<file path="src/rtl/regfile_write_arbiter_pkg.sv">
// regfile_write_arbiter_pkg: shared widths, FSM encoding and round-robin search helper.
// Rev 1.0
`default_nettype none

package regfile_write_arbiter_pkg;

  localparam int N_REQ  = 8;
  localparam int IDX_W  = 3;
  localparam int DATA_W = 16;

  typedef enum logic [1:0] {
    IDLE  = 2'd0,
    GRANT = 2'd1,
    LOCK  = 2'd2
  } arb_state_t;

  // Returns {found, index} of the first set bit of elig at or above ptr, wrapping.
  // Scanning from the farthest offset down leaves the nearest hit as the final value.
  function automatic logic [IDX_W:0] rr_pick(input logic [N_REQ-1:0] elig,
                                             input logic [IDX_W-1:0] ptr);
    logic [IDX_W-1:0] idx;
    rr_pick = '0;
    for (int k = N_REQ - 1; k >= 0; k--) begin
      idx = ptr + IDX_W'(k);
      if (elig[idx]) rr_pick = {1'b1, idx};
    end
  endfunction

endpackage

`default_nettype wire

</file>
<file path="src/rtl/regfile_write_arbiter_decoder.sv">
// three_to_eight_decoder: index to one-hot, all zeros when not enabled.
// Rev 1.0
`default_nettype none

module three_to_eight_decoder
  import regfile_write_arbiter_pkg::*;
(
  input  logic             en,
  input  logic [IDX_W-1:0] idx,
  output logic [N_REQ-1:0] onehot
);

  always_comb begin
    onehot = '0;
    if (en) onehot[idx] = 1'b1;
  end

endmodule

`default_nettype wire

</file>
<file path="src/rtl/regfile_write_arbiter.sv">
// regfile_write_arbiter: round-robin owner of the register-file write port.
// Rev 1.0 -- optional burst hold built when ARB_LOCK_EN is defined.
`default_nettype none

module regfile_write_arbiter
  import regfile_write_arbiter_pkg::*;
(
  input  logic                    CLK,
  input  logic                    RST,
  input  logic                    Enable,
  input  logic [N_REQ-1:0]        Req,
  input  logic [N_REQ*IDX_W-1:0]  Req_Addr,
  input  logic [N_REQ*DATA_W-1:0] Req_Data,
  input  logic [N_REQ-1:0]        Lock,
  output logic [N_REQ-1:0]        Gnt,
  output logic [IDX_W-1:0]        Gnt_Idx,
  output logic                    Wr_En,
  output logic [IDX_W-1:0]        Wr_Addr,
  output logic [DATA_W-1:0]       Wr_Data
);

  arb_state_t        state;
  logic [IDX_W-1:0]  ptr;
  logic [IDX_W:0]    pick;
  logic              locked_hold;
  logic              grant_valid;
  logic [IDX_W-1:0]  win_idx;
  logic [N_REQ-1:0]  gnt_dec;
  logic [IDX_W-1:0]  addr_arr [N_REQ];
  logic [DATA_W-1:0] data_arr [N_REQ];

  for (genvar i = 0; i < N_REQ; i++) begin : g_unpack
    assign addr_arr[i] = Req_Addr[i*IDX_W +: IDX_W];
    assign data_arr[i] = Req_Data[i*DATA_W +: DATA_W];
  end

  // Masking with the current grant keeps a lone requester to alternate cycles.
  assign pick = rr_pick(Req & ~Gnt, ptr);

`ifdef ARB_LOCK_EN
  assign locked_hold = (state == LOCK) && Enable && Req[Gnt_Idx] && Lock[Gnt_Idx];
`else
  logic unused_bits;
  assign locked_hold = 1'b0;
  assign unused_bits = ^{Lock, state};
`endif

  assign win_idx     = locked_hold ? Gnt_Idx : pick[IDX_W-1:0];
  assign grant_valid = locked_hold || (Enable && pick[IDX_W]);

  three_to_eight_decoder u_dec (
    .en     (grant_valid),
    .idx    (win_idx),
    .onehot (gnt_dec)
  );

  // Pointer already sits at winner+1 on entry to LOCK, so freezing it yields the release value.
  always_ff @(posedge CLK or posedge RST) begin
    if (RST) begin
      state   <= IDLE;
      ptr     <= '0;
      Gnt     <= '0;
      Gnt_Idx <= '0;
      Wr_En   <= 1'b0;
      Wr_Addr <= '0;
      Wr_Data <= '0;
    end else begin
      Gnt   <= gnt_dec;
      Wr_En <= grant_valid;
      if (grant_valid) begin
        Gnt_Idx <= win_idx;
        Wr_Addr <= addr_arr[win_idx];
        Wr_Data <= data_arr[win_idx];
        if (!locked_hold) ptr <= win_idx + 1'b1;
`ifdef ARB_LOCK_EN
        state <= Lock[win_idx] ? LOCK : GRANT;
`else
        state <= GRANT;
`endif
      end else begin
        state <= IDLE;
      end
    end
  end

endmodule

`default_nettype wire

</file>
<file path="config.mk">
export PLATFORM = sky130hd
export DESIGN_NAME = regfile_write_arbiter
export DESIGN_NICKNAME = d
export VERILOG_FILES = /design/src/rtl/regfile_write_arbiter_pkg.sv /design/src/rtl/regfile_write_arbiter_decoder.sv /design/src/rtl/regfile_write_arbiter.sv
export SDC_FILE = /design/constraint.sdc
export NUM_CORES = 1
export LEC_CHECK = 0
export ABC_AREA = 0
export CAP_MARGIN = 10
export CORE_UTILIZATION = 40
export CTS_BUF_LIST = sky130_fd_sc_hd__clkbuf_2
export DETAILED_ROUTE_END_ITERATION = 12
export PLACE_DENSITY_LB_ADDON = 0.3
export SLEW_MARGIN = 40
export SYNTH_ARGS = -nofsm -noshare
export SYNTH_HDL_FRONTEND = slang
export SYNTH_SLANG_ARGS = --single-unit
</file>
<file path="constraint.sdc">
create_clock -name CLK -period 4.5 [get_ports CLK]
set_input_delay 0.45 -clock CLK [delete_from_list [all_inputs] [get_ports CLK]]
set_output_delay 0.45 -clock CLK [all_outputs]
set_load 0.03 [all_outputs]
</file>
After elaboration in Yosys (flattened, before gate mapping)
Index checks and enable logic that the tools add are counted.
{"block": "op_classes", "n_reduce_logical": 2, "n_bitwise": 3, "order_cmp": 11, "n_addsub": 8, "mux": 33}
{"op": "$bmux W16 S3", "count": 1}
{"op": "$lt A3 B4 Y1 const B", "count": 9}
{"op": "$mux W16", "count": 2}
{"op": "$mux W4", "count": 8}
{"op": "$bmux W1 S3", "count": 8}
{"op": "$add A3 B3 Y3 const B", "count": 4}
{"op": "$bmux W3 S3", "count": 1}
{"op": "$mux W1", "count": 9}
{"op": "$and A8 B8 Y8", "count": 1}
{"op": "$mux W8", "count": 1}
{"op": "$not A8 Y8", "count": 1}
{"op": "$add A3 B1 Y3 const B", "count": 2}
{"op": "$add A3 B2 Y3 const B", "count": 2}
{"op": "$mux W3", "count": 2}
{"op": "$ge A4 B4 Y1 const B", "count": 1}
{"op": "$not A3 Y4", "count": 1}
{"op": "$demux W1 S3", "count": 1}
{"op": "$ge A3 B1 Y1 const B", "count": 1}
{"op": "$logic_and A1 B1 Y1", "count": 2}
{"block": "word_totals", "input_bits": 171, "ff_bits": 34}

Logic depth before layout (Yosys ltp)
{"block": "logic_depth", "depth_word": 17, "ltp_mapped": 14}

By module
Synthesis repeated with hierarchy kept, for this count alone.
{"block": "hier_totals", "cells_unflattened": 432, "hier_area_um2": 4221.5}
{"module": "regfile_write_arbiter", "seq_area_each_um2": 850.8, "instances": 1, "area_each_um2": 4125.2, "cells_per_inst": 424}
{"module": "three_to_eight_decoder", "seq_area_each_um2": 0.0, "instances": 1, "area_each_um2": 96.3, "cells_per_inst": 8}

Least setup slack after synthesis
No wires, ideal clock.
{"block": "synth_path", "path_type": "register to register", "startpoint": "register ptr[0]", "endpoint": "register Wr_Addr[0]", "slack_ns": 1.352, "stages_incl_launch_ff": 14, "arrival_ns": 3.026, "required_time_ns": 4.379, "cell_sequence": "dfrtp_1 -> inv_2 -> ha_1 -> buf_4 -> clkinv_1 -> mux4_2 -> o311ai_1 -> a41oi_2 -> nor2_4 -> buf_8 -> buf_8 -> mux2i_1 -> o221ai_1 -> o22a_1"}
{"block": "synth_via", "elab_chain_cells": 15}
{"item": "start, declared", "line_no": "regfile_write_arbiter.sv:23", "source": "logic [IDX_W-1:0] ptr;"}
{"item": "start signal, assigned", "line_no": "regfile_write_arbiter.sv:74", "source": "if (!locked_hold) ptr <= win_idx + 1'b1;"}
{"item": "$add A3 B3 Y3", "line_no": "regfile_write_arbiter_pkg.sv:24", "source": "idx = ptr + IDX_W'(k);"}
{"item": "$bmux W1 S3", "line_no": "regfile_write_arbiter_pkg.sv:25", "source": "if (elig[idx]) rr_pick = {1'b1, idx};"}
{"item": "$mux W1 (implied by the code)", "line_no": "regfile_write_arbiter_pkg.sv:25"}
{"item": "$mux W4 (7 in a row)", "line_no": "regfile_write_arbiter_pkg.sv:25"}
{"item": "$mux W4 (*)", "line_no": "regfile_write_arbiter_pkg.sv:25"}
{"item": "$not A3 Y4 (implied by the code)", "line_no": "regfile_write_arbiter.sv:72", "source": "Wr_Addr <= addr_arr[win_idx];"}
{"item": "$bmux W3 S3", "line_no": "regfile_write_arbiter.sv:72"}
{"item": "$mux W3 (implied by the code) (2 in a row)", "line_no": "regfile_write_arbiter.sv:72"}
{"item": "end signal, assigned", "line_no": "regfile_write_arbiter.sv:72"}
{"item": "end, declared", "line_no": "regfile_write_arbiter.sv:18", "source": "output logic [IDX_W-1:0] Wr_Addr,"}
Every way passes the cells marked *; elsewhere a longest branch is shown, timed or not. The select of a mux whose other input is x is not followed.
A chain may end at the register's enable or synchronous reset.

Final worst setup path
{"block": "layout_path", "startpoint": "register ptr[1]", "endpoint": "register Wr_Data[1]"}
{"block": "layout_via", "elab_chain_cells": 15}
{"item": "$add A3 B3 Y3", "line_no": "regfile_write_arbiter_pkg.sv:24"}
{"item": "$bmux W1 S3", "line_no": "regfile_write_arbiter_pkg.sv:25"}
{"item": "$mux W1 (implied by the code)", "line_no": "regfile_write_arbiter_pkg.sv:25"}
{"item": "$mux W4 (7 in a row)", "line_no": "regfile_write_arbiter_pkg.sv:25"}
{"item": "$mux W4 (*)", "line_no": "regfile_write_arbiter_pkg.sv:25"}
{"item": "$not A3 Y4 (implied by the code)", "line_no": "regfile_write_arbiter.sv:73", "source": "Wr_Data <= data_arr[win_idx];"}
{"item": "$bmux W16 S3", "line_no": "regfile_write_arbiter.sv:73"}
{"item": "$mux W16 (implied by the code) (2 in a row)", "line_no": "regfile_write_arbiter.sv:73"}
{"item": "end signal, assigned", "line_no": "regfile_write_arbiter.sv:73"}
{"item": "end, declared", "line_no": "regfile_write_arbiter.sv:19", "source": "output logic [DATA_W-1:0] Wr_Data"}
Marks and branches as above.

==> impl_metrics.json <==
{
  "status": "finished, final reports clean",
  "cp_data_arrival_time_ps": 4040,
  "place_hpwl_um": 10080,
  "ys_warn_count": 0,
  "cts_made_buffers": 5,
  "fin_nets": 708,
  "grt_usage_pct": 27.20,
  "gp_congestion": 0.9390,
  "fin_area_sq_um": 5494,
  "crit_path_max_fanout": 11,
  "core-area_sq_um": 8299,
  "netlist_instances": 346,
  "placed_area_sq_um": 5459,
  "met1_length_um": 4828,
  "rsz0062_at_grt": "no",
  "syn-num-nets": 519,
  "viasPerCell": 5.652,
  "dr.pass1.iters": 4,
  "post_cts_resized": 0,
  "max_cap_viol_count": 0,
  "ff2ff_setup_slack_ps": 750,
  "maxSlewViolCount": 0,
  "die-area_sq_um": 9032,
  "yosys_most_used_dff": "dfrtp_1",
  "cts_root_buffer": "clkbuf_2",
  "cts_setup_buffers": 0,
  "relSlewSlack_pct": 50.96,
  "io_buffers": 193,
  "setup_viol": 0,
  "grt_remaining_overflow": 0,
  "ir_drop_mv": 0.6190,
  "worstMarginPinSlew_ps": 735.5,
  "grt_pass1_vias": 3755,
  "ys_ff_latch": 34,
  "rr_worst_depth": 11,
  "r2r_end": "Wr_Data[1]$_DFFE_PP0P_",
  "power_leakage_nw": 2.268,
  "grt_start_max_net_pins": 35,
  "start_util_pct": 41.72,
  "hold_viol": 0,
  "powerDensity_nw_per_um2": 981.0,
  "setup_tns_ps": 0,
  "postRouteAntennaNets": 0,
  "drt_iter0_markers": 127,
  "ctsHoldBuffers": 0,
  "wl_um": 12240,
  "routed.top_layer": "met4",
  "drc": 0,
  "vias": 3617,
  "async_reset_ff_share_pct": 100.0,
  "htreeDepth": 2,
  "start_kind": "flop",
  "diodes": 0,
  "fin_util_pct": 66.20,
  "critPathRequiredTime_ps": 4790,
  "layout-drive-gt1-share_pct": 9.346,
  "met2_length_um": 6710,
  "cts.path.max_buffers": 2,
  "fp.dieH_um": 95.04,
  "setup.worst_path.end_class": "flop",
  "skew_ps": 24.55,
  "r2r-start": "ptr[1]$_DFFE_PP0P_",
  "nFillCells": 677,
  "worstSkewPairLatency_ps": 370,
  "io_pins": 202,
  "synth_area_sq_um": 3462,
  "hold_path_class": "input port to async pin",
  "synth_edf_count": 0,
  "period_minus_slack_ps": 3749,
  "area.growth.synth_to_final_pct": 58.69,
  "grt_pass1_wl_um": 18710,
  "wl_met3_um": 586,
  "total_power_mw": 5.390,
  "fp.dieW_um": 95.04,
  "routedWlPerCell_um": 19.13,
  "antenna_found_initial": 0,
  "row_count": 33,
  "cts_tree": "built",
  "synth_seq_area_share_pct": 24.58,
  "clk_pin_slew_ps": 190,
  "synth_cell_types": 52,
  "cts_sinks": 34,
  "finalCritPeriodShare_pct": 83.32,
  "syn_avg_cell_area_sq_um": 10.01,
  "whs_ps": 446.4,
  "clock.fmax_mhz": 266.7,
  "worstSetupPathType": "flop to flop"
}
## sequential cells by signal (all words and copies together) (netlist names)
name / flops
ptr: 3
Wr_Addr: 3
Gnt: 8
Wr_En: 1
Gnt_Idx: 3
Wr_Data: 16
## where the power goes
part / total (mW) / switching, mW / internal (mW)
combinational: 4.69 / 2.53 / 2.16
clock: 0.135 / 0.102 / 0.0337
sequential: 0.565 / 0.109 / 0.455
total: 5.39 / 2.74 / 2.65
## layout make-up
cell class	instances	area (sq um)	area share [%]
clock inverters	2	10.01	0.1822
multi-input cells	276	2382	43.36
clock buffers	5	25.02	0.4555
flip-flops and latches	34	850.8	15.49
well taps	105	131.4	2.391
inverters	10	37.54	0.6832
repair buffers	208	2057	37.44
## cell families after synthesis
kind of cell | count (synthesis) | synth area share (%)
AOI/OAI and AO/OA | 94 | 21.00
xor gates and xnor gates | 4 | 1.012
adders and majority gates | 2 | 0.7227
buffers and inverters | 36 | 6.686
DFF | 34 | 24.58
muxes | 97 | 33.72
and+or+nand+nor | 79 | 12.29
## cells in the mapped netlist (9+ instances only)
master     n  area share [%]
dfrtp_1   34              25
nand2b_1  11             2.0
o221ai_1  17             4.3
mux4_2    14             9.1
nor2_1    12             1.3
o22ai_1   18             3.3
nand2_1   19             2.1
nand3_1   10             1.4
a21oi_1   11             1.6
mux2i_1   78              23
o22a_1    19             4.8
clkbuf_1   9            0.98
## through the flow
stage                     std cells  setup WS (ps)
final                           640          750.5
after global routing            640          434.6
after CTS                       640          705.9
after detailed placement        633          682.3
after global placement          633          762.4
after floorplan                 346           1352
## worst max path at each step
stage / from / endpoint / slack [ps] / cells after the start
after global routing: ptr[1]$_DFFE_PP0P_ / Wr_Addr[2]$_DFFE_PP0P_ / 430 / 10
after CTS: ptr[1]$_DFFE_PP0P_ / Wr_Data[1]$_DFFE_PP0P_ / 710 / 11
after global placement: Req[0] / Wr_Data[1]$_DFFE_PP0P_ / 760 / 11
final: ptr[1]$_DFFE_PP0P_ / Wr_Data[1]$_DFFE_PP0P_ / 750 / 11
after detailed placement: Req[0] / Wr_Data[1]$_DFFE_PP0P_ / 680 / 11
after floorplan: ptr[0]$_DFFE_PP0P_ / Wr_Addr[0]$_DFFE_PP0P_ / 1350 / 13
## layer usage
metal | GRT usage (%) | up-vias
met5 | 0 | -
li1 | - | 1739
met3 | 3.987 | 8
met2 | 49.40 | 123
met1 | 33.32 | 1747
met4 | 7.576 | 0
## critical path, cell delays in order, from the launching register on
cell	delay, ps
dfrtp_1	400
inv_2	110
ha_1	520
clkinv_1	360
mux4_2	590
o311ai_1	150
a41oi_2	230
nor2_4	380
buf_4	310
mux2i_1	240
o221ai_1	190
o22a_1	200
## cell usage in the layout (no fill, tap or decap), types with 2 or more instances in the layout
cell             Yosys  final
nand3_1             10     10
a21oi_1             11     11
nand2_1             19     19
o21ai_1              2      2
a31oi_1              2      2
o311ai_0             2      2
o21ai_0              4      4
o221ai_1            17     17
mux2_2               4      4
o21a_1               4      4
nor2b_1              8      8
nor2_1              12     12
dfrtp_1             34     34
buf_4                3     14
and2_1               3      3
o22ai_1             18     18
nand2b_1            11     11
clkbuf_2             0      5
or3b_1               3      3
nor3_1               3      3
inv_2                2      2
mux2i_1             78     78
xnor2_1              3      3
clkinv_2             0      2
o221a_1              2      2
o22a_1              19     19
inv_1                7      7
nand3b_1             5      5
clkdlybuf4s50_1      0    193
a221oi_1             2      2
ha_1                 2      2
mux4_2              14     14
Power figures use the tool's default switching activity.
